--- src/rtl/fixed_absmax_shift_quantizer.sv ---
// -----------------------------------------------------------------------------
// fixed_absmax_shift_quantizer
//
// Takes one signed fixed-point vector, finds the largest element magnitude by
// folding the magnitude array in half once per cycle, derives a power-of-two
// right shift from the position of that maximum's top bit, and emits the
// vector arithmetically shifted and saturated to a symmetric signed OUT_WIDTH
// range together with the shift amount.
//
// Ports
//   clk             clock, all state changes on the rising edge
//   rst             synchronous active-high reset
//   data_in         IN_SIZE signed IN_WIDTH elements
//   data_in_valid   upstream offers a vector
//   data_in_ready   block is idle and will take a vector this cycle
//   data_out        IN_SIZE signed OUT_WIDTH quantised elements
//   data_out_shift  right shift that was applied (unsigned)
//   data_out_valid  data_out / data_out_shift are valid
//   data_out_ready  downstream takes the output this cycle
// -----------------------------------------------------------------------------
module fixed_absmax_shift_quantizer #(
    parameter int IN_SIZE     = 4,
    parameter int IN_WIDTH    = 16,
    parameter int OUT_WIDTH   = 8,
    parameter int SHIFT_WIDTH = $clog2(IN_WIDTH) + 1
) (
    input  logic                        clk,
    input  logic                        rst,
    input  logic signed [IN_WIDTH-1:0]  data_in [IN_SIZE],
    input  logic                        data_in_valid,
    output logic                        data_in_ready,
    output logic signed [OUT_WIDTH-1:0] data_out [IN_SIZE],
    output logic [SHIFT_WIDTH-1:0]      data_out_shift,
    output logic                        data_out_valid,
    input  logic                        data_out_ready
);

    // One extra bit so that the magnitude of the most negative input is exact.
    localparam int MAG_W  = IN_WIDTH + 1;
    // Number of fold layers; a single-element vector still spends one cycle.
    localparam int LAYERS = (IN_SIZE > 1) ? $clog2(IN_SIZE) : 1;
    localparam int CNT_W  = $clog2(LAYERS + 1);
    localparam int LIVE_W = $clog2(IN_SIZE + 1);

    // Symmetric saturation limits: the most negative code is never produced.
    localparam logic signed [IN_WIDTH-1:0]  Q_MAX  = IN_WIDTH'((2 ** (OUT_WIDTH - 1)) - 1);
    localparam logic signed [IN_WIDTH-1:0]  Q_MIN  = -Q_MAX;
    localparam logic signed [OUT_WIDTH-1:0] QO_MAX = Q_MAX[OUT_WIDTH-1:0];
    localparam logic signed [OUT_WIDTH-1:0] QO_MIN = -QO_MAX;

    typedef enum logic [1:0] {
        IDLE   = 2'd0,
        REDUCE = 2'd1,
        OUT    = 2'd2
    } state_t;

    state_t                      state_reg, state_next;
    logic [CNT_W-1:0]            cnt_reg, cnt_next;
    logic [LIVE_W-1:0]           live_reg, live_next;
    logic signed [IN_WIDTH-1:0]  buf_reg  [IN_SIZE];
    logic signed [IN_WIDTH-1:0]  buf_next [IN_SIZE];
    logic [MAG_W-1:0]            work_reg  [IN_SIZE];
    logic [MAG_W-1:0]            work_next [IN_SIZE];
    logic signed [OUT_WIDTH-1:0] out_reg  [IN_SIZE];
    logic signed [OUT_WIDTH-1:0] out_next [IN_SIZE];
    logic [SHIFT_WIDTH-1:0]      shift_reg, shift_next;
    logic                        valid_reg, valid_next;

    // Per-element combinational results
    logic [MAG_W-1:0]            mag_in [IN_SIZE];
    logic [MAG_W-1:0]            fold_w [IN_SIZE];
    logic signed [OUT_WIDTH-1:0] quant  [IN_SIZE];

    logic [SHIFT_WIDTH-1:0]      shift_calc;
    int                          live_int;
    int                          p_int;

    assign live_int = int'(live_reg);

    // -------------------------------------------------------------------------
    // Per-element logic: magnitude, fold step, shift-and-saturate
    // -------------------------------------------------------------------------
    for (genvar gi = 0; gi < IN_SIZE; gi++) begin : g_elem
        logic [MAG_W-1:0]            ext;
        logic [MAG_W-1:0]            partner;
        logic [MAG_W-1:0]            fold_loc;
        logic signed [IN_WIDTH-1:0]  shifted;
        logic signed [OUT_WIDTH-1:0] q_loc;

        // Sign-extend by one bit, then two's-complement negate when negative.
        assign ext        = {data_in[gi][IN_WIDTH-1], data_in[gi]};
        assign mag_in[gi] = ext[MAG_W-1] ? (~ext + 1'b1) : ext;

        // Element gi pairs with its mirror n-1-gi in the current live range.
        // The mirror is picked by a compare-mux so the index never needs a
        // runtime-width array select.
        always_comb begin
            partner = '0;
            for (int j = 0; j < IN_SIZE; j++) begin
                if (j == live_int - 1 - gi) begin
                    partner = work_reg[j];
                end
            end
            fold_loc = work_reg[gi];
            // Only the lower half folds; an odd middle entry passes through.
            if ((gi < live_int / 2) && (partner > work_reg[gi])) begin
                fold_loc = partner;
            end
        end

        assign fold_w[gi] = fold_loc;

        // Arithmetic shift floors toward minus infinity.
        assign shifted = buf_reg[gi] >>> shift_calc;

        always_comb begin
            if (shifted > Q_MAX) begin
                q_loc = QO_MAX;
            end else if (shifted < Q_MIN) begin
                q_loc = QO_MIN;
            end else begin
                q_loc = shifted[OUT_WIDTH-1:0];
            end
        end

        assign quant[gi]    = q_loc;
        assign data_out[gi] = out_reg[gi];
    end

    // -------------------------------------------------------------------------
    // Shift derivation from the reduced maximum in work_reg[0].
    // The top set bit p is brought down to bit OUT_WIDTH-2 so the largest
    // magnitude lands just under the signed output limit. M = 0 gives p = 0.
    // -------------------------------------------------------------------------
    always_comb begin
        p_int = 0;
        for (int b = 0; b < MAG_W; b++) begin
            if (work_reg[0][b]) begin
                p_int = b;
            end
        end
        shift_calc = '0;
        if (p_int > OUT_WIDTH - 2) begin
            shift_calc = SHIFT_WIDTH'(p_int - (OUT_WIDTH - 2));
        end
    end

    // -------------------------------------------------------------------------
    // Next-state and datapath update
    // -------------------------------------------------------------------------
    always_comb begin
        state_next = state_reg;
        cnt_next   = cnt_reg;
        live_next  = live_reg;
        buf_next   = buf_reg;
        work_next  = work_reg;
        out_next   = out_reg;
        shift_next = shift_reg;
        valid_next = valid_reg;

        case (state_reg)
            IDLE: begin
                if (data_in_valid) begin
                    buf_next   = data_in;
                    work_next  = mag_in;
                    cnt_next   = CNT_W'(LAYERS);
                    live_next  = LIVE_W'(IN_SIZE);
                    state_next = REDUCE;
                end
            end

            REDUCE: begin
                if (cnt_reg != '0) begin
                    work_next = fold_w;
                    live_next = LIVE_W'((live_int + 1) / 2);
                    cnt_next  = cnt_reg - 1'b1;
                end else begin
                    // All layers done: work_reg[0] holds the abs-max, so the
                    // quantised vector and shift register in this step.
                    out_next   = quant;
                    shift_next = shift_calc;
                    valid_next = 1'b1;
                    state_next = OUT;
                end
            end

            OUT: begin
                if (data_out_ready) begin
                    valid_next = 1'b0;
                    state_next = IDLE;
                end
            end

            default: begin
                state_next = IDLE;
            end
        endcase
    end

    always_ff @(posedge clk) begin
        if (rst) begin
            state_reg <= IDLE;
            cnt_reg   <= '0;
            live_reg  <= '0;
            shift_reg <= '0;
            valid_reg <= 1'b0;
            for (int i = 0; i < IN_SIZE; i++) begin
                buf_reg[i]  <= '0;
                work_reg[i] <= '0;
                out_reg[i]  <= '0;
            end
        end else begin
            state_reg <= state_next;
            cnt_reg   <= cnt_next;
            live_reg  <= live_next;
            buf_reg   <= buf_next;
            work_reg  <= work_next;
            out_reg   <= out_next;
            shift_reg <= shift_next;
            valid_reg <= valid_next;
        end
    end

    // Ready is held low while reset is asserted so nothing is taken then.
    assign data_in_ready  = (state_reg == IDLE) && !rst;
    assign data_out_shift = shift_reg;
    assign data_out_valid = valid_reg;

endmodule

--- config.mk ---
export PLATFORM = sky130hd
export DESIGN_NAME = fixed_absmax_shift_quantizer
export DESIGN_NICKNAME = d
export VERILOG_FILES = /design/src/rtl/fixed_absmax_shift_quantizer.sv
export SDC_FILE = /design/constraint.sdc
export NUM_CORES = 1
export LEC_CHECK = 0
export CAP_MARGIN = 0
export CORE_MARGIN = 1
export CORE_UTILIZATION = 59
export DETAILED_ROUTE_END_ITERATION = 7
export MAX_ROUTING_LAYER = met4
export PLACE_DENSITY_LB_ADDON = 0.1
export REMOVE_ABC_BUFFERS = 1
export SETUP_SLACK_MARGIN = 0.02
export SYNTH_ARGS = -nofsm -noshare
export SYNTH_HDL_FRONTEND = slang
export SYNTH_SLANG_ARGS = --single-unit
--- constraint.sdc ---
create_clock -name clk -period 11.33 [get_ports clk]
set_clock_uncertainty 0.1 [all_clocks]
set_input_delay 2.266 -clock clk [delete_from_list [all_inputs] [get_ports clk]]
set_output_delay 2.266 -clock clk [all_outputs]
set_load 0.02 [all_outputs]
==> impl_metrics.csv <==
group,metric,value,unit
power_and_ir_drop,powerDensity,167.8,mW/mm^2
finish,nNetsFinal,2130,
worst_setup_path,cp_data_required_time,11.59,ns
power_and_ir_drop,p_seq_share,28.5,%
clock_tree,h-tree-depth,4,
synth,ys_ff_latch,177,
routing,totalWireLength,49.53,mm
clock_tree,cts_resized,0,
placement,dpl.hpwl,34.90,mm
routing,first_iter_violations,2051,
power_and_ir_drop,pwr-share-comb,47.2,%
power_and_ir_drop,clkPwrFrac,24.3,%
synth,ys.warnings.count,0,
worst_setup_path,arrival,6.59,ns
synth,synth-seq-area-share,24.65,%
worst_setup_path,path_max_fanout,22,
power_and_ir_drop,peakVddDrop,0.1200,mV
placement,io_buffers,106,
routing,drtPass1Iterations,8,
global_routing,overflow,0,
floorplanning,io_pins,107,
global_routing,grt_pass1_wl,76.91,mm
floorplanning,dieWidth,158.1,um
timing,setup_viol,0,
floorplanning,rows,56,
global_routing,antenna_found_initial,1,
clock_tree,cts_root_buffer,"clkbuf_16",
outcome,violations,"design-rule violations",
worst_setup_path,path_class,"reg -> reg",
global_routing,track_usage,40.73,%
worst_setup_path,rrSetupSlack,5.00,ns
global_routing,grt_max_degree,144,
finish,largest_reg_flops,68,
synth,synth_cell_types,89,
placement,gp_congestion,0.9964,
worst_setup_path,r2r-start,"live_reg[1]",
synth,synth_cells,2002,
synth,syn_area,0.01438,sq mm
routing,via_count,15754,
synth,ys.flop_type,"dfxtp_1",
clock_tree,cts_tree,"built",
timing,hold_ws,0.3464,ns
routing,drc,5,
global_routing,first_global_vias,14217,
outcome,status,"complete, but fails checks",
job,max-cap-violations,0,
clock_tree,cts_made_buffers,17,
timing,min_period,6.328,ns
timing,slew_violations,0,
timing,finalSetupTns,0,ns
min_path,min_from,"data_out[27]",
finish,syn2layout_area_growth,11.67,%
finish,layout-drive-gt1-share,6.178,%
clock_tree,cts_setup_buffers,0,
clock_tree,cts_sinks,177,
routing,antenna_left,0,
floorplanning,initial_core_util,60.70,%
clock_tree,cts_buffer_depth,2,
synth,syn_area_per_cell,7.181,sq um
timing,tightest_slew,1.162,ns
clock_tree,clkLatencyLatePin,0.46,ns
floorplanning,die_h,158.1,um
synth,synth-edff-count,0,
finish,final_common_cell,"nand2_1",
min_path,holdPathStages,2,
clock_tree,cts_hold_buf,0,
timing,maxSlewHeadroom,22.37,%
finish,fill_cells,2175,
floorplanning,die_area,0.02500,sq mm
timing,hold_viol_final,0,
routing,wire_per_inst,21.28,um
worst_setup_path,r2r_end,"work_reg[66]",
power_and_ir_drop,leakage,6.148,nW
worst_setup_path,worstSetupEndpointType,"register",
routing,viasPerCell,6.770,
power_and_ir_drop,p_sw,1.207,mW
min_path,min_to,"data_out[27]",
power_and_ir_drop,p_int,1.487,mW
min_path,hp-class,"reg -> reg",
power_and_ir_drop,switching_share,44.81,%
clock_tree,clkTransAtPathRegs,0.08,ns
synth,async_flop_share,0,%
worst_setup_path,start_kind,"register",
timing,max_freq,158.0,MHz
worst_setup_path,r2r_cells,18,
floorplanning,core_area,0.02368,sq mm
timing,post-route-period-util,55.85,%
timing,rsz0062_at_grt,"false",
finish,layout_common_cells,"375 x nand2_1, 177 x dfxtp_1, 165 x o21ai_0",
[area by class of cell]
class                      instances  area (sq um)  share of cell area, %
multi-input combinational       1597          9940                  61.91
sequential                       177          3543                  22.07
timing repair buffer             132          1266                  7.887
clock buffer                      17         425.4                  2.650
tap                              319         399.1                  2.486
inverter                          69         259.0                  1.613
clock inverter                    15         219.0                  1.364
antenna                            1         2.502                0.01559
[worst max-delay path, cell delays in order (launching register included)]
cell,delay [ns]
dfxtp_1,0.46
inv_1,0.17
ha_1,0.27
xnor2_1,0.31
nor2b_1,0.76
and3b_1,0.66
a222oi_1,0.18
o31ai_1,0.43
ha_1,0.33
nor2b_1,0.14
o21a_1,0.17
o21a_1,0.16
o21a_1,0.16
o21a_1,0.16
o21ai_0,0.14
a21boi_0,0.20
o31ai_4,0.95
a211oi_1,0.15
a211oi_1,0.32
[cell families (layout without fill, tap and decap cells)]
group,after synthesis,in the layout,synth area share [%]
compound gates,649,649,30.02
xor+xnor,51,51,3.107
fa+ha+maj,68,68,5.918
simple gates,736,736,22.64
other cells,0,1,0
flops,177,177,24.65
buf+inv,228,233,6.475
mux,93,93,7.198
[power by group through the flow]
stage / sequential [mW] / combinational, mW / clock (mW)
3_5_place_dp: 0.776 / 1.23 / 0
2_1_floorplan: 0.761 / 0.843 / 0
3_3_place_gp: 0.775 / 1.21 / 0
4_1_cts: 0.762 / 1.24 / 0.654
6_report: 0.768 / 1.27 / 0.654
5_1_grt: 0.772 / 1.36 / 0.679
[synth_stat cells, drive strengths merged, types with 6 or more instances]
library cell  number  share of area (%)
nor2             149                3.9
a22o               7               0.43
a21boi             7               0.39
o21a              11               0.57
nor3              44                1.7
and3              19               0.83
nand2b             7               0.30
or3               15               0.65
nor2b             14               0.61
buf               42                1.6
a221oi             6               0.37
a31oi             15               0.65
o22ai              8               0.35
mux2              20                1.6
xnor2             13               0.79
a21oi            154                5.5
o21ai            185                6.5
ha                68                5.9
a221o             31                2.2
o211ai            25                1.4
nor4              11               0.58
o311ai            11               0.67
a22oi              8               0.42
dfxtp            177                 25
nand3             49                1.7
a211o             19                1.2
and2              15               0.65
inv               69                1.8
a21o              17               0.89
or2                6               0.26
xor2              38                2.3
a222oi            11               0.77
o31ai             34                1.8
a211oi            45                2.3
mux4               6               0.94
nand4             13               0.57
clkbuf           117                3.1
nand2            376                9.8
a2111oi           10               0.71
mux2i             67                4.7
[layer usage]
layer  GRT usage (%)  vias to the layer above  share of wire (%)
met5               -                        -                  0
met4           16.39                        0                4.0
met3           6.898                      162                 11
met2           63.43                      916                 45
met1           52.22                     7441                 41
li1                -                     7235                  -
[per-stage QoR]
stage,total power [mW],utilization (%),cells,area (sq um),worst slack [ns]
floorplan,1.604,-,1843,13700,5.200
global placement,1.983,65.06,2294,15410,5.546
detailed placement,2.004,65.06,2294,15410,5.228
CTS,2.651,67.78,2326,16050,5.119
global route,2.816,67.79,2327,16050,4.499
finish,2.694,67.79,2327,16050,5.002
[how the worst max path moves through the flow]
stage,slack [ns],startpoint,to,cells past startpoint
4_1_cts,5.12,live_reg[1],work_reg[66],18
3_3_place_gp,5.55,live_reg[1],work_reg[63],18
3_5_place_dp,5.23,live_reg[0],work_reg[64],18
2_1_floorplan,5.20,live_reg[1],work_reg[52],18
5_1_grt,4.50,live_reg[1],work_reg[66],18
6_report,5.00,live_reg[1],work_reg[66],18
No activity file was read; power rests on OpenSTA's default activity.
